==> config.mk <==
export PLATFORM = sky130hd
export DESIGN_NAME = execution_condition_register
export DESIGN_NICKNAME = d
export VERILOG_FILES = /design/src/rtl/ecr_pkg.sv /design/src/rtl/ecr_age_arbiter.sv /design/src/rtl/execution_condition_register.sv
export SDC_FILE = /design/constraint.sdc
export NUM_CORES = 1
export LEC_CHECK = 0
export ABC_AREA = 1
export BUFFER_PORTS_ARGS = -buffer_cell sky130_fd_sc_hd__buf_2
export CORE_AREA = 2 2 39 41
export CTS_CLUSTER_SIZE = 10
export DETAILED_ROUTE_END_ITERATION = 8
export DIE_AREA = 0 0 41 43
export PLACE_DENSITY = 0.74
export SLEW_MARGIN = 25
export SYNTH_ARGS = -nofsm -noshare
export SYNTH_HDL_FRONTEND = slang
export SYNTH_SLANG_ARGS = --single-unit
==> constraint.sdc <==
create_clock -name clk -period 2 [get_ports clk]
set_clock_uncertainty 0.15 [all_clocks]
set_input_delay 0.2 -clock clk [delete_from_list [all_inputs] [get_ports clk]]
set_output_delay 0.2 -clock clk [all_outputs]
set_load 0.05 [all_outputs]
==> src/rtl/ecr_pkg.sv <==
// Shared definitions for the execution-condition register: state encoding and reset value.
// No logic; no latency.
// No flow control.
package ecr_pkg;

    typedef enum logic [1:0] {
        CORRECT   = 2'b00,
        PENDING   = 2'b01,
        INCORRECT = 2'b10,
        RSVD      = 2'b11
    } ecr_state_t;

    localparam logic [1:0] ECR_RESET_STATE = 2'b00;

endpackage

==> src/rtl/ecr_age_arbiter.sv <==
// Picks the oldest requesting issue ID (wrap-aware), lowest port index on ties.
// Purely combinational, zero latency.
// No backpressure; grant is one-hot, or zero when nobody requests.
module ecr_age_arbiter #(
    parameter int NUM_PORTS = 2,
    parameter int ID_WIDTH  = 8
) (
    input  logic [NUM_PORTS-1:0]          req,
    input  logic [NUM_PORTS*ID_WIDTH-1:0] req_issue_id,
    output logic [NUM_PORTS-1:0]          grant,
    output logic                          grant_vld
);
    import ecr_pkg::*;

    // a is older than b when (a - b) is negative in ID_WIDTH-bit two's complement.
    function automatic logic is_older(input logic [ID_WIDTH-1:0] a, input logic [ID_WIDTH-1:0] b);
        logic [ID_WIDTH-1:0] diff;
        diff = a - b;
        return diff[ID_WIDTH-1];
    endfunction

    logic [ID_WIDTH-1:0] best_id;
    logic [ID_WIDTH-1:0] cur_id;

    always_comb begin
        grant     = '0;
        grant_vld = 1'b0;
        best_id   = '0;
        cur_id    = '0;
        // Strictly-older replacement keeps the lower index on equal IDs.
        for (int p = 0; p < NUM_PORTS; p++) begin
            cur_id = req_issue_id[p*ID_WIDTH +: ID_WIDTH];
            if (req[p] && (!grant_vld || is_older(cur_id, best_id))) begin
                grant     = '0;
                grant[p]  = 1'b1;
                grant_vld = 1'b1;
                best_id   = cur_id;
            end
        end
    end

endmodule

==> src/rtl/execution_condition_register.sv <==
// Lock-arbitrated 2-bit execution-condition state; optional same-cycle write forward (ECR_WRITE_BYPASS_EN).
// Grant is combinational (0 cycles); writes and lock changes land at the next rising edge.
// Non-owners see grant=0 until the cycle after the owner pulses release_lock.
module execution_condition_register #(
    parameter int NUM_PORTS = 2,
    parameter int ID_WIDTH  = 8
) (
    input  logic                          clk,
    input  logic                          rst_n,
    input  logic [NUM_PORTS-1:0]          req_read,
    input  logic [NUM_PORTS-1:0]          req_write,
    input  logic [NUM_PORTS-1:0]          release_lock,
    input  logic [NUM_PORTS*ID_WIDTH-1:0] req_issue_id,
    input  logic [NUM_PORTS*2-1:0]        wdata,
    output logic [1:0]                    rdata,
    output logic [NUM_PORTS-1:0]          grant
);
    import ecr_pkg::*;

    localparam int OW = (NUM_PORTS > 1) ? $clog2(NUM_PORTS) : 1;

    ecr_state_t           state;
    logic                 lock_valid;
    logic [OW-1:0]        lock_owner;

    logic [NUM_PORTS-1:0] req;
    logic [NUM_PORTS-1:0] arb_grant;
    logic                 arb_grant_vld;
    logic                 any_grant;
    logic [OW-1:0]        gnt_idx;
    logic [1:0]           gnt_wdata;
    logic [1:0]           owner_wdata;

    assign req = req_read | req_write;

    ecr_age_arbiter #(
        .NUM_PORTS (NUM_PORTS),
        .ID_WIDTH  (ID_WIDTH)
    ) u_arb (
        .req          (req),
        .req_issue_id (req_issue_id),
        .grant        (arb_grant),
        .grant_vld    (arb_grant_vld)
    );

    always_comb begin
        grant       = '0;
        gnt_idx     = '0;
        gnt_wdata   = '0;
        owner_wdata = '0;
        if (lock_valid) begin
            grant[lock_owner] = req[lock_owner];
        end else if (arb_grant_vld) begin
            grant = arb_grant;
        end
        for (int p = 0; p < NUM_PORTS; p++) begin
            if (grant[p]) begin
                gnt_idx   = OW'(p);
                gnt_wdata = wdata[p*2 +: 2];
            end
            if (lock_owner == OW'(p)) begin
                owner_wdata = wdata[p*2 +: 2];
            end
        end
        any_grant = |grant;
    end

`ifdef ECR_WRITE_BYPASS_EN
    assign rdata = (lock_valid && req_write[lock_owner]) ? owner_wdata : state;
`else
    assign rdata = state;
`endif

    always_ff @(posedge clk or negedge rst_n) begin
        if (!rst_n) begin
            state      <= ecr_state_t'(ECR_RESET_STATE);
            lock_valid <= 1'b0;
            lock_owner <= '0;
        end else begin
            if (any_grant && req_write[gnt_idx]) begin
                state <= ecr_state_t'(gnt_wdata);
            end
            // Owner release beats a simultaneous re-request from the same owner.
            if (lock_valid && release_lock[lock_owner]) begin
                lock_valid <= 1'b0;
            end else if (any_grant) begin
                lock_valid <= 1'b1;
                lock_owner <= gnt_idx;
            end
        end
    end

endmodule

==> impl_metrics.toml, run 1 <==
[outcome]
status = "completed"

[timing]
grt_setup_unrepaired = "true"
setup_viol = 0
period_share = 0.977
fin_crit_ns = 1.95
fmax_mhz = 512
worst_pin_slew_ns = 0.268
slew_headroom = 0.819
slew_viol_final = 0
hold_viol_final = 0

[routing]
dr.pass1.iters = 4
vias_per_cell = 4.63
drt-initial-drc-count = 6
routed_wl_mm = 1.35
wl_met2_um = 774
wl_met1_um = 528
drc = 0
wl_met3_um = 50
postRouteAntennaNets = 0
routed.top_layer = "met3"
wire_per_inst_um = 9.60
vias = 653

[logic_synthesis]
ys_types = 18
synth_warnings = 0
synth_area_leader_cell = "nand2_1"
yosysMostFrequentCell = "nand2_1"
netlist_area_um2 = 527
synth_commonest_cells = "nand2_1 (30), inv_1 (10), nand2_2 (7)"
synth_area_per_cell_um2 = 6.35
synth_edf_count = 0
ys_ff_latch = 4
synthTopCellsByArea = "nand2_1 (21%), dfrtp_1 (19%), ha_1 (14%)"
synth_top_area_frac = 0.214
seq_area_frac_synth = 0.190
syn_inst = 83
syn_nets = 117
synthArstFlopShare = 1.00
ys.flop_type = "dfrtp_1"

[power]
p_sw_frac = 0.495
ir_drop_mv = 0.671
pwr-share-comb = 0.728
internal_power_uw = 455
p_total_uw = 901
p_per_area_nw_per_um2 = 972
p_leak_nw = 0.526
p_clk_frac = 0.106
p_sw_uw = 446
sequentialPowerShare = 0.166

[clock_network]
cts_tree = "yes"
cts.sinks = 4
cts_root_buf = "clkbuf_4"
clk_latency_ns = 0.23
htreeDepth = 1
cts_max_path_buffers = 2
clk_pin_slew_worst_paths_ns = 0.03
numCtsBuffers = 3

[grt]
grt_max_degree = 9
grt_pass1_wl_mm = 2.19
grt_overflow_total = 0
grt.total_usage = 0.177
grt_antenna_before_repair = 0
grt_pass1_vias = 634

[floorplanning]
rows = 14
coreArea_um2 = 1380
fp.dieH_um = 43
initial_core_util = 0.381
ios = 32
die-area_um2 = 1760
die_w_um = 41

[finish]
fin_nets = 161
ff_latch_area_um2 = 100
diodes = 0
syn2layout_area_growth_pct = 76.0
drive_gt1_frac = 0.576
fillers = 121
multiInputGateArea_um2 = 495
fin_util = 0.670

[hold_path]
min_path_type = "input pin to flop"

[place]
gp_congestion = 0.666
dp_hpwl_mm = 1.06
port_buffers = 31

[setup_path]
path_class = "input pin to output pin"
crit_arrival_ns = 1.60
crit_path_end_kind = "output pin"
critPathLaunchType = "input pin"
critPathRequiredTime_ns = 1.65
path_max_fanout = 7

[job]
drv_cap = 0
-- worst paths after layout --
| path | start | endpoint | slack, ns | cells after the start |
|---|---|---|---|---|
| worst max-delay path | req_read[0] | grant[0] | 0.05 | 15 |
| worst min-delay path | wdata[2] | rdata[0] | 0.13 | 5 |
| worst max register to register | lock_valid | rdata[0] | 0.47 | 8 |
| worst min register to register | rdata[1] | rdata[1] | 0.32 | 2 |
| max in group asynchronous | rst_n | rdata[1] | 1.42 | 2 |
| min in group asynchronous | rst_n | lock_owner | 0.16 | 2 |
-- cells in the final DEF, fill, tap and decap left out --
cell type,count
a21o_1,1
a21oi_4,1
o21ai_0,1
nand3_1,4
o21ai_1,1
inv_2,2
dlygate4sd3_1,1
nand2_2,11
nand2_1,23
o21a_1,1
nor2_1,4
ha_4,4
dfrtp_1,4
clkbuf_4,3
buf_2,29
ha_1,2
inv_1,8
inv_4,1
buf_8,2
nand4_1,1
xnor2_1,1
buf_4,8
nand2_4,5
a21oi_1,1
nand2_8,1
nor2_2,2
nand3_2,3
-- worst max-delay path: stages --
cell,delay (ns)
buf_2,0.10
inv_2,0.08
nand2_8,0.09
nand2_4,0.08
ha_4,0.20
a21oi_4,0.12
nor2_2,0.06
nor2_2,0.12
nand2_2,0.06
nand2_2,0.07
nand3_2,0.08
nand2_4,0.09
nand2_2,0.05
inv_2,0.06
buf_8,0.13
-- metal layers --
metal  global-route usage  vias up
met1                0.180      294
met3               0.0157        0
met2                0.338       12
met4               0.0600        0
met5                    0        -
li1                     -      347
-- metrics by stage --
stage	cells	hold WS, ns	area [µm²]	setup TNS (ns)	setup WS, ns
4_1_cts	140	0.125	813	0	0.00600
2_1_floorplan	83	-0.246	527	0	0.0199
6_report	141	0.126	927	0	0.0454
3_3_place_gp	135	-0.146	739	-0.388	-0.0868
5_1_grt	141	0.167	927	-0.115	-0.0432
3_5_place_dp	135	-0.144	739	-0.985	-0.178
-- kinds of logic (layout without fill, tap and decap cells) --
group / count (synthesis) / count (layout) / synth area share
and+or+nand+nor: 54 / 54 / 0.492
DFF: 4 / 4 / 0.190
AOI/OAI and AO/OA: 6 / 6 / 0.0665
adders and majority gates: 6 / 6 / 0.143
buffers and inverters: 12 / 54 / 0.0926
xor gates and xnor gates: 1 / 1 / 0.0166
-- cell type report --
type / instances / share of cell area
clock buffers: 3 / 0.0243
inverters: 11 / 0.0472
multi-input cells: 67 / 0.534
flip-flops and latches: 4 / 0.108
well taps: 16 / 0.0216
repair buffers: 40 / 0.265
-- power by group through the flow --
stage          clock network (mW)  registers (mW)  logic, mW
6_report                   0.0956           0.150      0.656
3_3_place_gp                    0           0.148      0.529
3_5_place_dp                    0           0.151      0.546
2_1_floorplan                   0           0.197      0.349
4_1_cts                    0.0985           0.149      0.595
5_1_grt                     0.107           0.156      0.728
-- flip-flops by register name (all words and copies together) (netlist names) --
signal / count
rdata: 2
lock_owner: 1
lock_valid: 1
-- what timing repair did --
item / CTS / global route
setup buffers: 1 / 1
hold buffers: 1 / 0
resized for setup: 8 / 22
setup endpoints to repair: 2 / 6
pin swaps: 2 / 11
endpoints found under the hold margin: 4 / 0
No activity file was read; power rests on OpenSTA's default activity.
==> run 2: changes to the inputs <==
CTS_BUF_LIST = sky130_fd_sc_hd__clkbuf_16   (was default)
==> impl_metrics.toml, run 2 (synthesis results as in run 1) <==
[clock_network]
cts_tree = "yes"
clk_pin_slew_worst_paths_ns = 0.03
cts_max_path_buffers = 2
cts.sinks = 4
clk_latency_ns = 0.22
numCtsBuffers = 3
htreeDepth = 1
cts_root_buf = "clkbuf_16"

[timing]
setup_viol = 0
slew_headroom = 0.819
hold_viol_final = 0
fin_crit_ns = 1.97
fmax_mhz = 509
period_share = 0.983
worst_pin_slew_ns = 0.269
slew_viol_final = 0
grt_setup_unrepaired = "true"

[power]
sequentialPowerShare = 0.132
p_sw_uw = 472
internal_power_uw = 663
ir_drop_mv = 0.847
p_clk_frac = 0.269
p_total_mw = 1.14
p_per_area_nw_per_um2 = 1160
p_leak_nw = 0.555
pwr-share-comb = 0.599
p_sw_frac = 0.416

[finish]
multiInputGateArea_um2 = 483
fin_util = 0.710
ff_latch_area_um2 = 100
fin_nets = 163
fillers = 110
final_common_cell = "buf_2"
most-common-layout-cells = "buf_2 (29), nand2_1 (23), nand2_2 (11), buf_4 (10), inv_1 (8)"
syn2layout_area_growth_pct = 86.5
largest_reg_flops = 2
drive_gt1_frac = 0.575
diodes = 0

[routing]
postRouteAntennaNets = 0
vias_per_cell = 4.55
wl_met3_um = 49
drt-initial-drc-count = 5
wl_met1_um = 557
wire_per_inst_um = 9.86
dr.pass1.iters = 4
routed.top_layer = "met3"
vias = 651
routed_wl_mm = 1.41
drc = 0
wl_met2_um = 803

[floorplanning]
rows = 14
initial_core_util = 0.381
die-area_um2 = 1760
ios = 32
fp.dieH_um = 43
die_w_um = 41
coreArea_um2 = 1380

[setup_path]
slowest_delay_ns = 0.20
critical_path.most_common_cell = "nand2_2"
critPathLaunchType = "input pin"
critPathRequiredTime_ns = 1.65
path_cells = "buf_2 > inv_2 > nand2_8 > nand2_4 > ha_4 > a21oi_2 > nor2_2 > nor2_2 > nand2_2 > nand2_2 > nand3_2 > nand2_4 > nand2_2 > inv_2 > buf_8"
r2r_slack_ns = 0.46
rr_endpoint = "rdata[0]"
reg2reg_depth = 8
crit_arrival_ns = 1.62
r2r-start = "lock_valid"
path_class = "input pin to output pin"
slowest_stage = "ha_4"
crit_path_end_kind = "output pin"
path_max_fanout = 7

[outcome]
status = "completed"

[job]
drv_cap = 0

[hold_path]
min_path_type = "input pin to flop"
whs_path_depth = 5
hp-start = "wdata[2]"
hold-path-endpoint = "rdata[0]"

[grt]
grt_antenna_before_repair = 0
grt_pass1_vias = 626
grt_overflow_total = 0
grt_pass1_wl_mm = 2.17
grt_max_degree = 9
grt.total_usage = 0.178

[place]
gp_congestion = 0.666
port_buffers = 31
dp_hpwl_mm = 1.06
## run 2: layout make-up
| class | count | area share |
|---|---|---|
| inverter | 11 | 0.0446 |
| sequential | 4 | 0.102 |
| tap | 16 | 0.0204 |
| multi-input combinational | 67 | 0.492 |
| clock buffer | 3 | 0.0764 |
| timing repair buffer | 42 | 0.265 |
## run 2: repair_timing
| action | 4_1_cts | 5_1_grt |
|---|---|---|
| setup buffers | 1 | 3 |
| gates resized for setup | 8 | 20 |
| pin swaps | 2 | 10 |
| endpoints found under the hold margin | 4 | 0 |
| setup endpoints to repair | 2 | 6 |
| hold buffers | 1 | 0 |
## run 2: worst max path at each step
stage / slack (ns) / start / cells past startpoint / to
detailed placement: -0.18 / req_read[0] / 18 / rdata[0]
floorplan: 0.02 / req_read[0] / 13 / grant[0]
global route: -0.06 / req_write[0] / 18 / lock_owner
CTS: 0.006 / req_read[0] / 15 / grant[0]
finish: 0.03 / req_read[0] / 15 / grant[0]
global placement: -0.09 / req_read[0] / 15 / grant[0]
## run 2: stage by stage
| step | hold slack [ns] | worst slack [ns] | TNS [ns] | std cells | area (µm²) |
|---|---|---|---|---|---|
| 2_1_floorplan | -0.246 | 0.0199 | 0 | 83 | 527 |
| 3_3_place_gp | -0.146 | -0.0868 | -0.388 | 135 | 739 |
| 3_5_place_dp | -0.144 | -0.178 | -0.985 | 135 | 739 |
| 4_1_cts | 0.136 | 0.00600 | 0 | 140 | 866 |
| 5_1_grt | 0.184 | -0.0565 | -0.234 | 143 | 982 |
| 6_report | 0.132 | 0.0348 | 0 | 143 | 982 |
## run 2: power by group through the flow
stage          Sequential (mW)  Clock (mW)  Combinational (mW)
3_5_place_dp             0.151           0               0.546
6_report                 0.150       0.305               0.681
3_3_place_gp             0.148           0               0.529
4_1_cts                  0.150       0.309               0.594
2_1_floorplan            0.197           0               0.349
5_1_grt                  0.156       0.318               0.748
## run 2: critical path, delay by kind of cell
family | cells | cell delay, ns
simple gates | 9 | 0.70
buf+inv | 4 | 0.37
fa+ha+maj | 1 | 0.20
compound gates | 1 | 0.14
## run 2: per-layer routing
| layer | track usage | vias to the layer above |
|---|---|---|
| met5 | 0 | - |
| met4 | 0.0800 | 0 |
| met3 | 0.0157 | 0 |
| met2 | 0.328 | 12 |
| met1 | 0.184 | 289 |
| li1 | - | 350 |
